$ cat src/rtl/wave_ctrl.sv
// Wave sequencer: spawns a formation, tracks per-enemy hits, advances levels.
// Optional formation march is enabled by defining WAVE_MARCH_EN.
module wave_ctrl #(
  parameter int NUM_EN       = 3,
  parameter int SPAWN_FRAMES = 60,
  parameter int MARCH_MAX    = 200
) (
  input  logic              pclk,
  input  logic              rst,
  input  logic              vsync_in,
  input  logic              start,
  input  logic [NUM_EN-1:0] hit,
  output logic [NUM_EN-1:0] alive,
  output logic [4:0]        level,
  output logic [9:0]        x_offset,
  output logic              wave_clear,
  output logic              spawning
);

  localparam int CNT_W = $clog2(SPAWN_FRAMES + 1);

  typedef enum logic [1:0] {IDLE, SPAWN, PLAY, CLEAR} state_t;

  state_t            state, state_nxt;
  logic              vsync_q;
  logic              tick;
  logic              spawn_done;
  logic [CNT_W-1:0]  cnt, cnt_nxt;
  logic [NUM_EN-1:0] alive_nxt, alive_hit;
  logic [4:0]        level_nxt;
  logic              wave_clear_nxt;

  function automatic logic [4:0] level_inc(input logic [4:0] lv);
    return (lv == 5'd31) ? lv : lv + 5'd1;
  endfunction

  // vsync_q resets high so a vsync already high at reset release is not a tick
  assign tick       = vsync_in & ~vsync_q;
  assign spawn_done = tick && (cnt == CNT_W'(SPAWN_FRAMES - 1));
  assign alive_hit  = alive & ~hit;

  always_ff @(posedge pclk or posedge rst) begin
    if (rst) state <= IDLE;
    else     state <= state_nxt;
  end

  always_comb begin
    state_nxt = state;
    if (start) begin
      state_nxt = SPAWN;
    end else begin
      case (state)
        IDLE:    state_nxt = IDLE;
        SPAWN:   if (spawn_done) state_nxt = PLAY;
        PLAY:    if (alive_hit == '0) state_nxt = CLEAR;
        CLEAR:   state_nxt = SPAWN;
        default: state_nxt = IDLE;
      endcase
    end
  end

  always_comb begin
    alive_nxt      = alive;
    level_nxt      = level;
    cnt_nxt        = cnt;
    wave_clear_nxt = 1'b0;
    if (start) begin
      alive_nxt = '0;
      level_nxt = 5'd1;
      cnt_nxt   = '0;
    end else begin
      case (state)
        IDLE:  alive_nxt = '0;
        SPAWN: begin
          if (tick) cnt_nxt = cnt + CNT_W'(1);
          if (spawn_done) alive_nxt = '1;
        end
        PLAY:  alive_nxt = alive_hit;
        CLEAR: begin
          wave_clear_nxt = 1'b1;
          level_nxt      = level_inc(level);
          cnt_nxt        = '0;
        end
        default: alive_nxt = '0;
      endcase
    end
  end

  always_ff @(posedge pclk or posedge rst) begin
    if (rst) begin
      vsync_q    <= 1'b1;
      cnt        <= '0;
      alive      <= '0;
      level      <= 5'd1;
      wave_clear <= 1'b0;
      spawning   <= 1'b0;
    end else begin
      vsync_q    <= vsync_in;
      cnt        <= cnt_nxt;
      alive      <= alive_nxt;
      level      <= level_nxt;
      wave_clear <= wave_clear_nxt;
      spawning   <= (state_nxt == SPAWN);
    end
  end

`ifdef WAVE_MARCH_EN
  localparam logic signed [11:0] MARCH_MAX_S = 12'(MARCH_MAX);

  logic               dir_left, dir_left_nxt;
  logic [9:0]         x_nxt;
  logic [3:0]         step;
  logic signed [11:0] x_cur_s, step_s, x_try;

  function automatic logic [9:0] march_clamp(input logic signed [11:0] pos);
    if (pos > MARCH_MAX_S) return 10'(MARCH_MAX);
    if (pos < 12'sd0)      return 10'd0;
    return pos[9:0];
  endfunction

  // Formation restarts at the left edge, heading right, whenever a spawn begins
  always_comb begin
    step         = 4'd1 + {1'b0, level[4:2]};
    x_cur_s      = {2'b00, x_offset};
    step_s       = {8'd0, step};
    x_try        = dir_left ? (x_cur_s - step_s) : (x_cur_s + step_s);
    x_nxt        = x_offset;
    dir_left_nxt = dir_left;
    if (start || (state_nxt == SPAWN && state != SPAWN)) begin
      x_nxt        = '0;
      dir_left_nxt = 1'b0;
    end else if (state == PLAY && tick) begin
      x_nxt = march_clamp(x_try);
      if (x_try > MARCH_MAX_S)  dir_left_nxt = 1'b1;
      else if (x_try < 12'sd0)  dir_left_nxt = 1'b0;
    end
  end

  always_ff @(posedge pclk or posedge rst) begin
    if (rst) begin
      x_offset <= '0;
      dir_left <= 1'b0;
    end else begin
      x_offset <= x_nxt;
      dir_left <= dir_left_nxt;
    end
  end
`else
  assign x_offset = '0;
`endif

endmodule

$ cat config.mk
export PLATFORM = sky130hd
export DESIGN_NAME = wave_ctrl
export DESIGN_NICKNAME = d
export VERILOG_FILES = /design/src/rtl/wave_ctrl.sv
export SDC_FILE = /design/constraint.sdc
export NUM_CORES = 1
export LEC_CHECK = 0
export CAP_MARGIN = 15
export CELL_PAD_IN_SITES_DETAIL_PLACEMENT = 1
export CELL_PAD_IN_SITES_GLOBAL_PLACEMENT = 2
export CORE_MARGIN = 2
export CORE_UTILIZATION = 30
export CTS_CLUSTER_DIAMETER = 200
export DETAILED_ROUTE_END_ITERATION = 6
export GPL_TIMING_DRIVEN = 0
export PLACE_DENSITY = 0.88
export SKIP_LAST_GASP = 1
export SLEW_MARGIN = 15
export SYNTH_ARGS = -nofsm -noshare
export SYNTH_HDL_FRONTEND = slang
export SYNTH_SLANG_ARGS = --single-unit
$ cat constraint.sdc
create_clock -name pclk -period 2.3 [get_ports pclk]
set_input_delay 0.46 -clock pclk [delete_from_list [all_inputs] [get_ports pclk]]
set_output_delay 0.46 -clock pclk [all_outputs]
set_load 0.1 [all_outputs]
**After elaboration in Yosys (flattened, before gate mapping)**

Index checks and enable logic that the tools add are counted.

- Bits of input ports: 7
- Bits in registers: 19
- Word-level logic and storage cells: 46
- Output and inout bits: 20

- Multiplexer cells: 15
- Add/sub/neg operators: 2
- Equal/unequal tests: 9
- Bitwise logic cells: 4
- Reduce and logical (&&, ||, !) cells: 9

Operators with widths:

| cell | number |
|---|---|
| two-way mux 5 bit | 3 |
| two-way mux 6 bit | 2 |
| one-hot mux 6 bit (2 select lines) | 1 |
| one-hot mux 3 bit (3 select lines) | 1 |
| one-hot mux 2 bit (4 select lines) | 1 |
| adder 6 x 1 -> 6 bit (second input constant) | 1 |
| equality test 6 bit (second input constant) | 1 |
| two-way mux 2 bit | 3 |
| two-way mux 3 bit | 2 |
| inequality test 3 bit (second input constant) | 2 |
| AND reduction 2 bit | 3 |
| adder 5 x 1 -> 5 bit (second input constant) | 1 |
| equality test 5 bit (second input constant) | 1 |
| equality test 2 x 1 -> 1 bit (second input constant) | 2 |
| equality test 2 bit (second input constant) | 2 |
| nonzero test 4 bit | 1 |
| AND 3 bit | 1 |
| zero test 3 bit | 1 |
| inverter 3 bit | 1 |
| nonzero test 3 bit | 1 |
| zero test 2 bit | 1 |
| two-way mux 1 bit | 2 |
| inequality test 2 bit (second input constant) | 1 |
| nonzero test 2 bit | 1 |
| 3 further kinds | 3 |

**Logic depth before layout (Yosys ltp)**

- Depth in word-level cells: 7
- Depth in mapped cells: 8
- Gate-level depth less buffers: 7

**Worst setup path before layout**

No wires, ideal clock.

- Path kind: flip-flop to flip-flop
- Start point: register level[1]
- End point: register level[3]
- Setup slack: 0.029 ns
- Path buffers: 1
- Setup time: 0.074 ns
- Clock period less this slack: 2.271 ns
- Stages on the path, launching flop included: 9
- Data arrival time: 2.197 ns
- Required time: 2.226 ns
- Cell sequence: dfrtp_1 > ha_1 > and3_1 > ha_1 > nor2b_1 > clkbuf_1 > nand4_1 > xor2_1 > nor2_1

- Longest elaborated chain between the ends: 4
- Elaborated cells on any way between the ends: 7
- Classes of those cells: add/sub: 1; eq/ne: 2; mux: 3; reduce/logical: 1

RTL lines:

| item | RTL line | text |
|---|---|---|
| start, declared | 14 | `output logic [4:0] level,` |
| start signal, assigned | 101 | `level <= level_nxt;` |
| adder 5 x 1 -> 5 bit | 34 | `return (lv == 5'd31) ? lv : lv + 5'd1;` |
| two-way mux 5 bit | 34 |  |
| two-way mux 5 bit | 72 | `case (state)` |
| two-way mux 5 bit | 67 | `if (start) begin` |

Several ways; a longest one is shown, not always the timed one. The select of a mux whose other input is x is not followed.
A chain may end at the register's enable or synchronous reset.

**Final worst setup path**

- Start point: register alive[2]
- End point: output alive[2]

RTL lines:

| item | RTL line | text |
|---|---|---|
| start, declared | 13 | `output logic [NUM_EN-1:0] alive,` |
| start signal, assigned | 100 | `alive <= alive_nxt;` |

No word-level cell between the ends.

==> qor.csv <==
stage,metric,value,unit
placed_design,DPL Wire Length,1916,um
synth,Post-Synth Simple-Gate Area,0.2073,
critical_path,worst path cell trace,clkdlybuf4s50_1,
timing,Pins Over Slew Limit,0,
timing,Clock Skews,0.002475,ns
synth,largest family of logic cells by synthesized area,simple AND/OR/NAND/NOR gates,
critical_path,family with the most delay on the worst path,buffers and inverters,
clocking,CTS Hold Bufs,0,
timing,final setup fails,0,
hold_path,worst min-delay path class,flip-flop to flip-flop,
critical_path,Critical Path AT,1.78,ns
cells_and_area,"commonest non-fill, non-tap cell in the layout",dfrtp_1,
global_route,met2 Resource Use GR,0.2181,
timing,Period minus WS final,2.241,ns
pwr,Tot Pwr,704.6,uW
critical_path,crit path launch type,flip-flop,
timing,unrepaired setup endpoints after global routing,false,
pwr,LEAKAGE,0.0007189,uW
clocking,clk root buf,clkbuf_8,
critical_path,worst-path fanout max,3,
clocking,Clock Path Buffers,2,
clocking,CTS tree,built,
die,Core Rows,22,
routing,Post-DRT Antenna Nets,0,
synth,Post-Synth Adder-Cell Area,0.08869,
global_route,vias in the first global route,905,
synth,Netlist cell types,35,
cells_and_area,nets,158,
global_route,grt total ovfl,0,
die,initial core utilization,0.3106,
routing,vias per cell,4.521,
cells_and_area,Register Area,478.0,um2
placed_design,Cells after DPL,186,
status,outcome,"complete, no violations",
cells_and_area,Finished Layout Cells,190,
cells_and_area,multi-input combinational cell area,581.8,um2
critical_path,Worst Path Required,1.84,ns
routing,DR DRC count,0,
critical_path,Crit-path slowest cell,clkdlybuf4s50_1,
synth,sequential-to-total area share from yosys stat,0.4235,
timing,Setup TNS,0,ns
cells_and_area,fillers,434,
clocking,Num CTS Buffers,3,
timing,final cycle utilization of the critical path,0.9744,
die,Die Wd,65.34,um
critical_path,critical path endpoint category,output port,
placed_design,gpl congestion,0.7531,
global_route,layer with the highest usage,met2,
cells_and_area,P&R area growth vs syn,27.16,%
critical_path,"Largest stage delay, worst path",1.15,ns
routing,initial detailed-routing violation count,41,
cells_and_area,antenna fix cells,0,
synth,syn avg cell area,9.987,um2
synth,Synth Area in Compound Gates,0.1220,
global_route,first-pass GRT wire length,4243,um
global_route,GR Layer Usage met3,0.02055,
die,CORE AREA,3633,um2
die,I/O pins,27,
die,die area,4269,um2
timing,Worst Hold Slack,0.5125,ns
global_route,initial antenna violation count,0,
critical_path,Bufs and invs on worst path,1,
global_route,global-route usage over all layers,0.1304,
clocking,H-tree levels,1,
critical_path,Setup CP Type,flip-flop to output port,
routing,Routed wire per std cell,12.85,um
timing,Max Clk Rate,446.2,MHz
timing,max_slew headroom,0.3528,
pwr,VDD IR max,175.5,uV
run,maxcap violations,0,
die,die height,65.34,um
cells_and_area,most frequent cells in the layout,"dfrtp_1 (17), clkdlybuf4s50_1 (12), buf_4 (10), conb_1 (10)",
synth,mux cell area share after synthesis,0.01774,
global_route,grt met1 use,0.1634,
routing,Post-Route WL,2442,um
timing,Worst-Margin Slew,0.9677,ns
synth,synthesis-stage register bit count,19,
routing,1st-pass router iterations,4,
synth,Syn Inst Count,113,
clocking,Clock Sinks,19,
timing,Final Hold Vio Count,0,
synth,Post-Synth XOR/XNOR Area,0.04656,
clocking,clock slew at the register clock pins of the worst setup and hold paths,0.07,ns
synth,Synth Cell Area,1129,um2
global_route,pin count of the biggest net entering global routing,20,
cells_and_area,layout cells sized above 1,0.1690,
pwr,pwr dens,491.0,nW/um2
routing,routed vias,859,
clocking,worst skew pair latency,0.25,ns
placed_design,port buffer count,16,
synth,synth warn,0,
power breakdown:
group	internal (uW)	switching, uW
Combinational	29.6	96.1
Clock	120	115
Sequential	339	4.03
cell type report:
cell class / count / area share
timing repair buffer: 16 / 0.1160
sequential: 19 / 0.3330
tap: 48 / 0.04185
buffer: 12 / 0.05841
multi-input combinational: 86 / 0.4054
clock inverter: 1 / 0.003487
inverter: 5 / 0.01308
clock buffer: 3 / 0.02877
cell families (layout without fill, tap and decap cells):
group / count (synthesis) / after routing
xor gates and xnor gates: 6 / 6
other: 1 / 10
AOI/OAI and AO/OA: 17 / 17
muxes: 2 / 2
DFF: 19 / 19
buffers and inverters: 17 / 37
and+or+nand+nor: 43 / 43
adders and majority gates: 8 / 8
cell usage after synthesis:
cell type | number | area [um2]
dfstp_2 | 2 | 52.55
xnor2_1 | 1 | 8.760
nand3_1 | 3 | 15.01
a31o_2 | 3 | 26.28
nand2_1 | 9 | 33.78
clkbuf_1 | 1 | 3.750
buf_2 | 1 | 5.000
o31ai_4 | 1 | 21.27
o41ai_1 | 1 | 8.760
and3b_4 | 1 | 12.51
a21o_1 | 1 | 7.510
nor2_1 | 9 | 33.78
nand2b_1 | 4 | 25.02
inv_2 | 1 | 3.750
or4_1 | 1 | 7.510
nand3b_1 | 4 | 30.03
o221a_2 | 1 | 11.26
xor2_1 | 5 | 43.79
conb_1 | 1 | 3.750
and2b_1 | 1 | 7.510
mux2i_1 | 2 | 20.02
nor2b_1 | 1 | 6.260
and3_1 | 3 | 18.77
dfrtp_1 | 17 | 425.4
ha_1 | 8 | 100.1
inv_1 | 4 | 15.01
o21ai_0 | 3 | 15.01
nand4_1 | 2 | 12.51
buf_4 | 10 | 75.07
o21a_1 | 2 | 15.01
a21oi_1 | 2 | 10.01
or3_1 | 2 | 12.51
nor3_1 | 2 | 10.01
and4_1 | 1 | 8.760
o31ai_1 | 3 | 22.52
metrics by stage:
stage / instance area (um2) / utilization / setup slack [ns]
2_1_floorplan: 1162 / - / 0.02886
3_3_place_gp: 1383 / 0.3805 / 0.1600
3_5_place_dp: 1383 / 0.3805 / 0.1552
4_1_cts: 1428 / 0.3929 / 0.01585
5_1_grt: 1435 / 0.3950 / 0.005557
6_report: 1435 / 0.3950 / 0.05890
timing repair:
action	CTS	global route
resized for setup	1	3
endpoints found under the setup margin	1	3
setup buffers	0	0
pin swaps	0	0
layer usage:
layer	up-vias	wire length, um
met5	-	0
met4	0	31
met3	2	43
met2	9	1261
met1	417	1105
li1	431	-
path summary, 6_finish.rpt:
kind,endpoint,cells after the start,from,slack (ns)
worst max-delay path,alive[2],1,alive[2],0.06
worst min-delay path,cnt[1],2,cnt[1],0.51
worst max register to register,level[3],8,level[1],0.47
worst min register to register,cnt[1],2,cnt[1],0.51
max in group asynchronous,cnt[1],2,rst,1.20
min in group asynchronous,cnt[2],2,rst,0.63
registers in the layout (all words and copies together), names as in the netlist:
register / cells
state: 2
vsync_q: 1
spawning: 1
alive: 3
cnt: 6
wave_clear: 1
level: 5
Power figures use the tool's default switching activity.
